## src/rtl/pwm_audio_out.sv

```systemverilog
// PWM audio output stage: signed filter sample -> saturated offset-binary duty,
// double-buffered at PWM period boundaries, with soft-start/soft-stop ramps.
module pwm_audio_out #(
    parameter int DATA_W    = 29,
    parameter int SHIFT     = 16,
    parameter int PWM_BITS  = 10,
    parameter int RAMP_STEP = 1
) (
    input  logic                     clk,
    input  logic                     rst,
    input  logic                     en,
    input  logic signed [DATA_W-1:0] sample_in,
    input  logic                     sample_valid,
    output logic                     sample_req,
    output logic                     pwm_out,
    output logic                     clip,
    output logic [1:0]               state_o
);

    localparam logic [1:0] S_IDLE      = 2'b00;
    localparam logic [1:0] S_RAMP_UP   = 2'b01;
    localparam logic [1:0] S_RUN       = 2'b10;
    localparam logic [1:0] S_RAMP_DOWN = 2'b11;

    localparam logic [PWM_BITS-1:0]      MID     = {1'b1, {(PWM_BITS-1){1'b0}}};
    localparam logic [PWM_BITS-1:0]      CNT_MAX = {PWM_BITS{1'b1}};
    localparam logic [PWM_BITS-1:0]      STEP    = PWM_BITS'(RAMP_STEP);
    localparam logic signed [DATA_W-1:0] SAT_HI  = DATA_W'((1 << (PWM_BITS-1)) - 1);
    localparam logic signed [DATA_W-1:0] SAT_LO  = DATA_W'(-(1 << (PWM_BITS-1)));

    // Returns {clipped, duty}; inside the range, adding midscale is just an MSB flip.
    function automatic logic [PWM_BITS:0] saturate(input logic signed [DATA_W-1:0] s);
        logic signed [DATA_W-1:0] v;
        v = s >>> SHIFT;
        if (v > SAT_HI)
            return {1'b1, {PWM_BITS{1'b1}}};
        else if (v < SAT_LO)
            return {1'b1, {PWM_BITS{1'b0}}};
        else
            return {1'b0, ~v[PWM_BITS-1], v[PWM_BITS-2:0]};
    endfunction

    function automatic logic [PWM_BITS-1:0] ramp_up(input logic [PWM_BITS-1:0] d);
        if (d < MID)
            return ((MID - d) <= STEP) ? MID : d + STEP;
        else if (d > MID)
            return ((d - MID) <= STEP) ? MID : d - STEP;
        else
            return MID;
    endfunction

    function automatic logic [PWM_BITS-1:0] ramp_down(input logic [PWM_BITS-1:0] d);
        return (d <= STEP) ? '0 : d - STEP;
    endfunction

    logic [1:0]          state, state_nxt;
    logic [PWM_BITS-1:0] cnt;
    logic [PWM_BITS-1:0] duty, duty_nxt;
    logic [PWM_BITS-1:0] pend_p0;
    logic                vld_p0;
    logic                load;
    logic                bnd;
    logic [PWM_BITS:0]   conv;

    assign conv       = saturate(sample_in);
    assign bnd        = (state != S_IDLE) && (cnt == CNT_MAX);
    assign sample_req = (state == S_RUN) && (cnt == CNT_MAX);
    assign state_o    = state;

    always_comb begin
        state_nxt = state;
        duty_nxt  = duty;
        load      = 1'b0;
        case (state)
            S_IDLE: begin
                duty_nxt = '0;
                if (en) state_nxt = S_RAMP_UP;
            end
            S_RAMP_UP: if (bnd) begin
                duty_nxt = ramp_up(duty);
                if (!en)                  state_nxt = S_RAMP_DOWN;
                else if (duty_nxt == MID) state_nxt = S_RUN;
            end
            S_RUN: if (bnd) begin
                if (vld_p0) begin
                    duty_nxt = pend_p0;
                    load     = 1'b1;
                end
                if (!en) state_nxt = S_RAMP_DOWN;
            end
            default: if (bnd) begin
                if (en) begin
                    state_nxt = S_RAMP_UP;
                end else begin
                    duty_nxt = ramp_down(duty);
                    if (duty_nxt == '0) state_nxt = S_IDLE;
                end
            end
        endcase
    end

    // Capture stage: a fresh sample always beats the boundary consume.
    always_ff @(posedge clk or posedge rst) begin
        if (rst) begin
            pend_p0 <= MID;
            vld_p0  <= 1'b0;
            clip    <= 1'b0;
        end else if (sample_valid) begin
            pend_p0 <= conv[PWM_BITS-1:0];
            vld_p0  <= 1'b1;
            clip    <= conv[PWM_BITS];
        end else begin
            clip <= 1'b0;
            if (load) vld_p0 <= 1'b0;
        end
    end

    // PWM stage: counter, double-buffered duty and registered comparator.
    always_ff @(posedge clk or posedge rst) begin
        if (rst) begin
            state   <= S_IDLE;
            cnt     <= '0;
            duty    <= '0;
            pwm_out <= 1'b0;
        end else begin
            state   <= state_nxt;
            duty    <= duty_nxt;
            cnt     <= (state == S_IDLE) ? '0 : cnt + 1'b1;
            pwm_out <= (cnt < duty) && (state != S_IDLE);
        end
    end

endmodule

```

## config.mk

```make
export PLATFORM = sky130hd
export DESIGN_NAME = pwm_audio_out
export DESIGN_NICKNAME = d
export VERILOG_FILES = /design/src/rtl/pwm_audio_out.sv
export SDC_FILE = /design/constraint.sdc
export NUM_CORES = 1
export LEC_CHECK = 0
export ABC_AREA = 1
export CAP_MARGIN = 20
export CORE_ASPECT_RATIO = 0.5
export CORE_MARGIN = 1
export CORE_UTILIZATION = 58
export CTS_BUF_LIST = sky130_fd_sc_hd__clkbuf_16
export CTS_CLUSTER_DIAMETER = 150
export DETAILED_ROUTE_END_ITERATION = 8
export GPL_ROUTABILITY_DRIVEN = 0
export PLACE_DENSITY = 0.91
export SLEW_MARGIN = 10
export SYNTH_ARGS = -nofsm -noshare
export SYNTH_HDL_FRONTEND = slang
export SYNTH_SLANG_ARGS = --single-unit
```

## constraint.sdc

```tcl
create_clock -name clk -period 5.4 [get_ports clk]
set_input_delay 1.08 -clock clk [delete_from_list [all_inputs] [get_ports clk]]
set_output_delay 1.08 -clock clk [all_outputs]
set_load 0.1 [all_outputs]
```

==> metrics.md, run 1 <==
| Metric | Value |
|---|---|
| Layout area overhead | `14.2%` |
| Max Freq | `0.246 GHz` |
| Count leader, synth | `nand2_1` |
| Maximum VDD drop | `395 uV` |
| R2r worst-path depth | `13` |
| Die width | `98.4 um` |
| Hold Vio Cnt, Final | `0` |
| RSZ-0062 raised after global routing | `false` |
| Post-CTS setup buffer count | `0` |
| Compound-cell area share of the yosys netlist | `0.181` |
| Initial Utilization | `0.609` |
| Yosys reg bits | `35` |
| Setup TNS | `0 ns` |
| Most used DFF post-synth | `dfrtp_1` |
| Num Clock Sinks | `35` |
| Final #Nets | `448` |
| Largest net degree at the start of global routing | `36` |
| Top cells by count, synth | `nand2_1, inv_1, dfrtp_1, nor2_1, o21ai_0` |
| # hold bufs at CTS | `0` |
| Synthesized area per cell | `7.16 sq um` |
| CP max stage delay | `1.17 ns` |
| Core region area | `4420 sq um` |
| Largest family of logic cells by synthesized area | `simple AND/OR/NAND/NOR gates` |
| CTS tree | `yes` |
| Wire length per cell | `15.2 um` |
| Placed wire-length estimate | `5.13 mm` |
| Max Cap Viol | `0` |
| Synth Area in Simple Gates | `0.290` |
| Clk_skew | `0.00275 ns` |
| LEAKAGE | `1.46 nW` |
| Share of flip-flops with an asynchronous set or reset | `1.00` |
| Seq/Total Area, Yosys | `0.326` |
| Worst path most repeated cell | `nand2_1` |
| Grt total ovfl | `0` |
| Die Span Y | `50.2 um` |
| FF-to-FF End | `duty[0]` |
| Clock root cell | `clkbuf_16` |
| RR Startpoint | `cnt[0]` |
| Slew headroom | `0.342` |
| Hold path startpoint | `cnt[0]` |
| Area leader, netlist | `dfrtp_1` |
| Vias in the first global route | `2516` |
| DRC violations left | `0` |
| Cell Chain, Critical Path | `ha_1 > nand2_1 > inv_1 > nand2_1 > nor2_1 > nand3_1 > nor2_2 > nand2_1 > nor3_1 > clkdlybuf4s50_1` |
| Worst setup path start | `cnt[0]` |
| Worst-path fanout max | `4` |
| Setup Viol. Count Final | `0` |
| FP Rows | `17` |
| Mapped Cells | `376` |
| Iter 0 DRT Violations | `273` |
| CP Data Arrival Time | `2.98 ns` |
| IO buf count | `21` |
| Area of the mapped netlist | `2690 sq um` |
| Min-Delay Path Class | `flop to flop` |
| Synth top area cells | `dfrtp_1, nand2_1, ha_1` |
| Via count | `2743` |
| CTS resizes | `0` |
| Syn_nets | `427` |
| Pwr dens | `551 nW/um^2` |
| Fin crit share | `0.752` |
| Total Routing Usage GR | `0.303` |
| Fin crit period | `4.06 ns` |
| Final WL | `6.90 mm` |
| Initial antenna violation count | `0` |
| Synth Area in Adders | `0.0836` |
| Synth top area share | `0.316` |
| Number of flops mapped to enable cells by yosys | `0` |
| Clock transition at the registers of the reported paths | `0.05 ns` |
| Slew Viols, Final | `0` |
| Req. time, crit path | `4.32 ns` |
| Mux share of post-synthesis cell area | `0` |
| Outcome | `complete, no violations` |
| Clock Path Buffers | `2` |
| XOR/XNOR Fraction of Synth Area | `0.0325` |
| Worst path slowest cell | `clkdlybuf4s50_1` |
| Placed cell area | `2940 sq um` |
| Htree depth | `2` |
| Worst Max-Slew Pin Slew | `0.983 ns` |
| Crit end category | `output port` |
| Yosys warns | `0` |
| Layout cells sized above 1 | `0.0930` |
| Post-synth cell types | `40` |
| # diodes | `0` |
| Clk_lat worst skew | `0.28 ns` |
| Post-route cell area | `3080 sq um` |
| WS Path Type | `flop to output port` |
| First-pass GRT wire length | `11.5 mm` |
| Avg Vias per Cell | `6.03` |
| R2R setup slack | `2.65 ns` |
| Remaining antenna violation count | `0` |
| First-pass iteration count of the detailed router | `6` |
| Die ar. | `4940 sq um` |
| IO Count | `38` |
| Worst setup path endpoint | `sample_req` |
| Startpoint type of the worst setup path | `flop` |
| Cts bufs inserted | `5` |
## how the worst min path moves through the flow
stage / end / slack (ns) / depth (start not counted)
after floorplan: cnt[0] / 0.44 / 1
after global placement: cnt[0] / 0.46 / 1
after detailed placement: cnt[0] / 0.48 / 1
after CTS: cnt[0] / 0.49 / 1
after global routing: cnt[0] / 0.51 / 1
final: cnt[0] / 0.49 / 1
## sequential cells by signal (all words and copies together), names as in the netlist
name	count
pend_p0	10
clip	1
duty	10
pwm_out	1
vld_p0	1
state_o	2
cnt	10
## critical path, delay by kind of cell, from the launching register on
kind / cells / cell delay, ns
buffers and inverters: 2 / 1.26
adder cells (fa/ha/maj): 1 / 0.21
flip-flops: 1 / 0.39
AND/OR/NAND/NOR: 7 / 0.85
## final cells by class
| cell class | count | area (sq um) |
|---|---|---|
| fillers | 325 | 1350 |
| multi-input cells | 282 | 1580 |
| clock buffers | 5 | 125 |
| repair buffers | 22 | 218 |
| clock inverters | 3 | 11.3 |
| inverters | 51 | 191 |
| flip-flops and latches | 35 | 877 |
| well taps | 57 | 71.3 |
## report_power, final
| part | internal (mW) | switching, mW |
|---|---|---|
| combinational | 0.328 | 0.698 |
| clock | 0.166 | 0.102 |
| sequential | 0.320 | 0.0792 |
| total | 0.814 | 0.879 |
## cells in the final DEF (no fill, tap or decap), types with 2 or more instances in the layout
cell type and count:
or2_1 2, nor2_2 4, clkbuf_16 5, inv_2 6
o21ai_1 5, a21oi_2 3, clkinv_1 4, nor2_1 34
xor2_1 9, nand2_2 10, o21ai_0 32, nand3_1 27
nor2_4 3, a31oi_1 2, clkdlybuf4s50_1 21, ha_1 18
inv_1 44, o211ai_1 6, nand2_1 78, a21oi_1 16
nor3_1 5, nand4_1 6, dfrtp_1 34, o221ai_1 3
o21ai_2 2, o22ai_1 7
## cells by family after synthesis
kind of cell	Yosys count
buffers and inverters	59
adders and majority gates	18
AOI/OAI and AO/OA	82
and+or+nand+nor	172
DFF	35
xor gates and xnor gates	10
## layer usage
layer  track usage  part of all wire
met1         0.395              0.45
met2         0.488              0.44
met3        0.0794             0.088
met4         0.117             0.025
met5             0                 0
## through the flow
stage / power, mW / instances / util / hold WS [ns] / setup slack [ns]
2_1_floorplan: 1.17 / 376 / - / 0.441 / 0.602
3_3_place_gp: 1.34 / 447 / 0.664 / 0.459 / 1.82
3_5_place_dp: 1.39 / 447 / 0.664 / 0.478 / 1.72
4_1_cts: 1.66 / 455 / 0.695 / 0.487 / 1.37
5_1_grt: 1.81 / 455 / 0.695 / 0.512 / 1.21
6_report: 1.69 / 455 / 0.695 / 0.489 / 1.34
Note: power is estimated with default switching activity, not from simulation.
==> inputs of run 2 (changes only) <==
Settings changed: CORE_UTILIZATION 58 to 55, PLACE_DENSITY 0.91 to 0.87.
Clock period 5.4 ns to 4.1 ns, I/O delays scaled along.
==> run 2 against run 1 <==
  * Final cell count up 2.0%
  * Sequential share of layout area down 0.14 points
  * Highest routed layer unchanged
  * Clock power up 32%
==> metrics.md, run 2 (synthesis gave the netlist of run 1 again) <==
| Metric | Value |
|---|---|
| CTS tree | `yes` |
| Die width | `101 um` |
| Num Clock Sinks | `35` |
| Layout area overhead | `14.7%` |
| Setup Viol. Count Final | `0` |
| Commonest non-fill, non-tap cells in the layout | `nand2_1, inv_1, nor2_1, dfrtp_1, o21ai_0` |
| Clock transition at the registers of the reported paths | `0.05 ns` |
| Setup TNS | `0 ns` |
| Htree depth | `2` |
| Fin crit share | `0.699` |
| Largest registers | `cnt x10, duty x10, pend_p0 x10` |
| Vias in the first global route | `2669` |
| CP Data Arrival Time | `2.05 ns` |
| Initial antenna violation count | `0` |
| Initial Utilization | `0.592` |
| Pwr dens | `724 nW/um^2` |
| Req. time, crit path | `3.28 ns` |
| LEAKAGE | `1.47 nW` |
| CTS resizes | `0` |
| Slew Viols, Final | `0` |
| Die ar. | `5200 sq um` |
| Total Routing Usage GR | `0.318` |
| Startpoint type of the worst setup path | `flop` |
| IO buf count | `21` |
| Fin worst setup slack | `1.23 ns` |
| Grt total ovfl | `0` |
| Via count | `2738` |
| Final #Nets | `448` |
| Largest net degree at the start of global routing | `36` |
| Clk_lat worst skew | `0.28 ns` |
| FP Rows | `17` |
| Post-CTS setup buffer count | `0` |
| Worst Max-Slew Pin Slew | `0.967 ns` |
| Slew headroom | `0.354` |
| First-pass GRT wire length | `12.5 mm` |
| Core region area | `4550 sq um` |
| Layout cells sized above 1 | `0.101` |
| DRC violations left | `0` |
| Finished Layout Cells | `464` |
| Avg Vias per Cell | `5.90` |
| Cts bufs inserted | `5` |
| IO Count | `38` |
| Worst-path fanout max | `4` |
| Die Span Y | `51.5 um` |
| Fillers | `373` |
| Clock root cell | `clkbuf_16` |
| Max Cap Viol | `0` |
| WS Path Type | `flop to output port` |
| Commonest non-fill, non-tap cell in the layout | `nand2_1` |
| Outcome | `complete, no violations` |
| Crit end category | `output port` |
| Max Freq | `0.349 GHz` |
| Placed wire-length estimate | `5.44 mm` |
| Clk_skew | `0.00422 ns` |
| Placed Instances | `456` |
| Clock Path Buffers | `2` |
| Fin crit period | `2.87 ns` |
| # diodes | `0` |
| Wire length per cell | `15.9 um` |
| Hold Vio Cnt, Final | `0` |
| Worst slack, placed | `1.57 ns` |
| Remaining antenna violation count | `0` |
| Maximum VDD drop | `570 uV` |
| Iter 0 DRT Violations | `275` |
| RSZ-0062 raised after global routing | `false` |
| Final WL | `7.38 mm` |
| Min-Delay Path Class | `flop to flop` |
| # hold bufs at CTS | `0` |
| First-pass iteration count of the detailed router | `6` |
## run 2: power breakdown
group | internal (mW) | total, mW | switching, mW
clock network | 0.219 | 0.354 | 0.134
registers | 0.422 | 0.528 | 0.107
logic | 0.433 | 1.36 | 0.923
## run 2: path summary, 6_finish.rpt
kind,cells past startpoint,from,endpoint,slack (ns)
worst max-delay path,10,cnt[0],sample_req,1.23
worst min-delay path,1,cnt[0],cnt[0],0.48
worst max register to register,13,cnt[0],duty[0],1.42
worst min register to register,1,cnt[0],cnt[0],0.48
max in group asynchronous,3,rst,pend_p0[9],2.82
min in group asynchronous,3,rst,cnt[9],0.94
## run 2: layer usage
layer	vias to the layer above	global-route usage	wire length, um
met3	16	0.0766	675
li1	1298	-	-
met5	-	0	0
met4	0	0.123	106
met2	139	0.535	3480
met1	1285	0.401	3120
## run 2: worst max-delay path: stages, from the launching register on
cell and delay [ns]:
dfrtp_1 0.39, ha_1 0.18, nand2_1 0.06, inv_1 0.07, nand2_1 0.09, nor2_1 0.14
nand3_1 0.12, nor2_2 0.20, nand2_1 0.09, nor3_2 0.11, buf_4 0.31
## run 2: area by class of cell
| type | count | area [sq um] | area share |
|---|---|---|---|
| clock inverters | 3 | 12.5 | 0.00405 |
| repair buffers | 22 | 215 | 0.0696 |
| inverters | 51 | 191 | 0.0619 |
| clock buffers | 5 | 125 | 0.0405 |
| flip-flops and latches | 35 | 877 | 0.284 |
| multi-input cells | 282 | 1590 | 0.513 |
| well taps | 66 | 82.6 | 0.0267 |
## run 2: per-stage QoR
stage / utilization / total power, mW / hold slack [ns] / area [sq um]
2_1_floorplan: - / 1.54 / 0.441 / 2700
3_3_place_gp: 0.649 / 1.77 / 0.461 / 2950
3_5_place_dp: 0.649 / 1.84 / 0.474 / 2950
4_1_cts: 0.679 / 2.20 / 0.480 / 3090
5_1_grt: 0.679 / 2.40 / 0.498 / 3090
6_report: 0.679 / 2.24 / 0.483 / 3090
==> inputs of run 3 (changes only) <==
Clock period 4.1 ns to 2.85 ns, I/O delays scaled along.
==> run 3 against run 2 <==
  * Sequential power is 45% higher
  * Clock power is 45% higher
  * Total power is 44% higher
  * Combinational power is 43% higher
  * Worst hold slack better by 0.015 ns
  * Final cell count is 0.22% higher
  * Sequential share of layout area is 0.14 points lower
  * Non-clock buffer count is 1 higher
==> metrics.md, run 3 (synthesis gave the netlist of run 1 again) <==
| Metric | Value |
|---|---|
| Fin crit period | `2.62 ns` |
| Switching part of the total | `0.519` |
| Final #Nets | `449` |
| Worst-path fanout max | `4` |
| Largest net degree at the start of global routing | `36` |
| Hold path startpoint | `pend_p0[9]` |
| Num Clock Sinks | `35` |
| Vias in the first global route | `2613` |
| Pwr dens | `1040 nW/um^2` |
| Max Freq | `0.381 GHz` |
| Initial Utilization | `0.592` |
| Maximum VDD drop | `706 uV` |
| Req. time, crit path | `2.28 ns` |
| DRC violations left | `0` |
| Clock root cell | `clkbuf_16` |
| Largest registers | `cnt x10, duty x10, pend_p0 x10` |
| Commonest non-fill, non-tap cells in the layout | `nand2_1, inv_1, nor2_1` |
| Layout cells sized above 1 | `0.118` |
| Switching power of the nets | `1.68 mW` |
| Worst path most repeated cell | `nand2_1` |
| Worst Max-Slew Pin Slew | `0.800 ns` |
| Placed wire-length estimate | `5.37 mm` |
| Wire length per cell | `15.2 um` |
| Min-Delay Path Class | `flop to flop` |
| IO buf count | `21` |
| P_int | `1.55 mW` |
| Min Hold Slack | `0.499 ns` |
| Clk_lat worst skew | `0.28 ns` |
| FP Rows | `17` |
| Initial antenna violation count | `0` |
| Layout area overhead | `15.5%` |
| Fillers | `356` |
| First-pass GRT wire length | `11.9 mm` |
| Fin crit share | `0.921` |
| Clock Path Buffers | `2` |
| Gate power share | `0.605` |
| R2r worst-path depth | `20` |
| Worst setup path start | `cnt[0]` |
| Startpoint type of the worst setup path | `flop` |
| Outcome | `complete, no violations` |
| Placed cell area | `2970 sq um` |
| CP Data Arrival Time | `2.05 ns` |
| CTS tree | `yes` |
| Setup Viol. Count Final | `0` |
| LEAKAGE | `1.49 nW` |
| Via count | `2754` |
| CP max stage delay | `0.39 ns` |
| Die Span Y | `51.5 um` |
| Seq pwr share | `0.236` |
| Clock share of power | `0.158` |
| Commonest non-fill, non-tap cell in the layout | `nand2_1` |
| Iter 0 DRT Violations | `290` |
| Htree depth | `2` |
| Cts bufs inserted | `5` |
| Setup TNS | `0 ns` |
| Die ar. | `5200 sq um` |
| Slew Viols, Final | `0` |
| Crit end category | `output port` |
| Die width | `101 um` |
| Core region area | `4550 sq um` |
| Cell Chain, Critical Path | `ha_1 > nand2_1 > inv_1 > nand2_1 > nor2_1 > nand3_1 > nor2_2 > nand2_1 > nor3_4 > buf_12` |
| First-pass iteration count of the detailed router | `5` |
| Hold Path Depth | `2` |
| Slew headroom | `0.464` |
| Remaining antenna violation count | `0` |
| Total Routing Usage GR | `0.308` |
| Post-route cell area | `3110 sq um` |
| Avg Vias per Cell | `5.92` |
| Final WL | `7.05 mm` |
| Grt total ovfl | `0` |
| # diodes | `0` |
| RSZ-0062 raised after global routing | `false` |
| Clock transition at the registers of the reported paths | `0.05 ns` |
| Max Cap Viol | `0` |
| Hold Vio Cnt, Final | `0` |
| IO Count | `38` |
| Clk_skew | `0.00535 ns` |
| Worst path slowest cell | `dfrtp_1` |
| RR Startpoint | `duty[0]` |
| WS Path Type | `flop to output port` |
==> run 3: final timing paths <==
kind,endpoint,slack [ns]
worst max-delay path,sample_req,0.23
worst min-delay path,pend_p0[9],0.50
worst max register to register,state_o[1],0.32
worst min register to register,pend_p0[9],0.50
max in group asynchronous,pend_p0[9],1.81
min in group asynchronous,cnt[4],0.69
==> run 3: power by group through the flow <==
stage	registers (mW)	logic (mW)	clock network (mW)
finish	0.763	1.95	0.512
global placement	0.753	1.81	0
global route	0.778	2.15	0.555
floorplan	0.870	1.35	0
CTS	0.757	1.90	0.515
detailed placement	0.765	1.89	0
==> run 3: per-stage QoR <==
step	cells	power [mW]	util	setup slack [ns]
floorplan	376	2.22	-	0.00846
global placement	457	2.56	0.653	0.451
detailed placement	457	2.65	0.653	0.310
CTS	465	3.17	0.683	0.223
global route	465	3.48	0.683	0.0182
finish	465	3.23	0.683	0.226
==> run 3: final cells by class <==
class,count,area [sq um],share of cell area
sequential,35,878,0.282
clock inverter,3,12.5,0.00402
inverter,51,191,0.0615
tap,66,82.6,0.0265
timing repair buffer,23,225,0.0724
clock buffer,5,125,0.0402
multi-input combinational,282,1600,0.513
==> run 3: critical path, delay by kind of cell (launching register included) <==
kind | cells | cell delay [ns]
flip-flops | 1 | 0.39
AND/OR/NAND/NOR | 7 | 0.92
adder cells (fa/ha/maj) | 1 | 0.19
buffers and inverters | 2 | 0.27
==> run 3: routing by layer <==
layer | vias up | GRT usage | share of wire
met5 | - | 0 | 0
met4 | 0 | 0.128 | 0.021
met3 | 17 | 0.0766 | 0.098
met2 | 169 | 0.494 | 0.45
met1 | 1269 | 0.401 | 0.43
li1 | 1299 | - | -
==> run 3: repair_timing <==
item,CTS,global route
buffers inserted,0,0
hold buffers,0,0
resized for setup,0,1
setup endpoints to repair,0,2
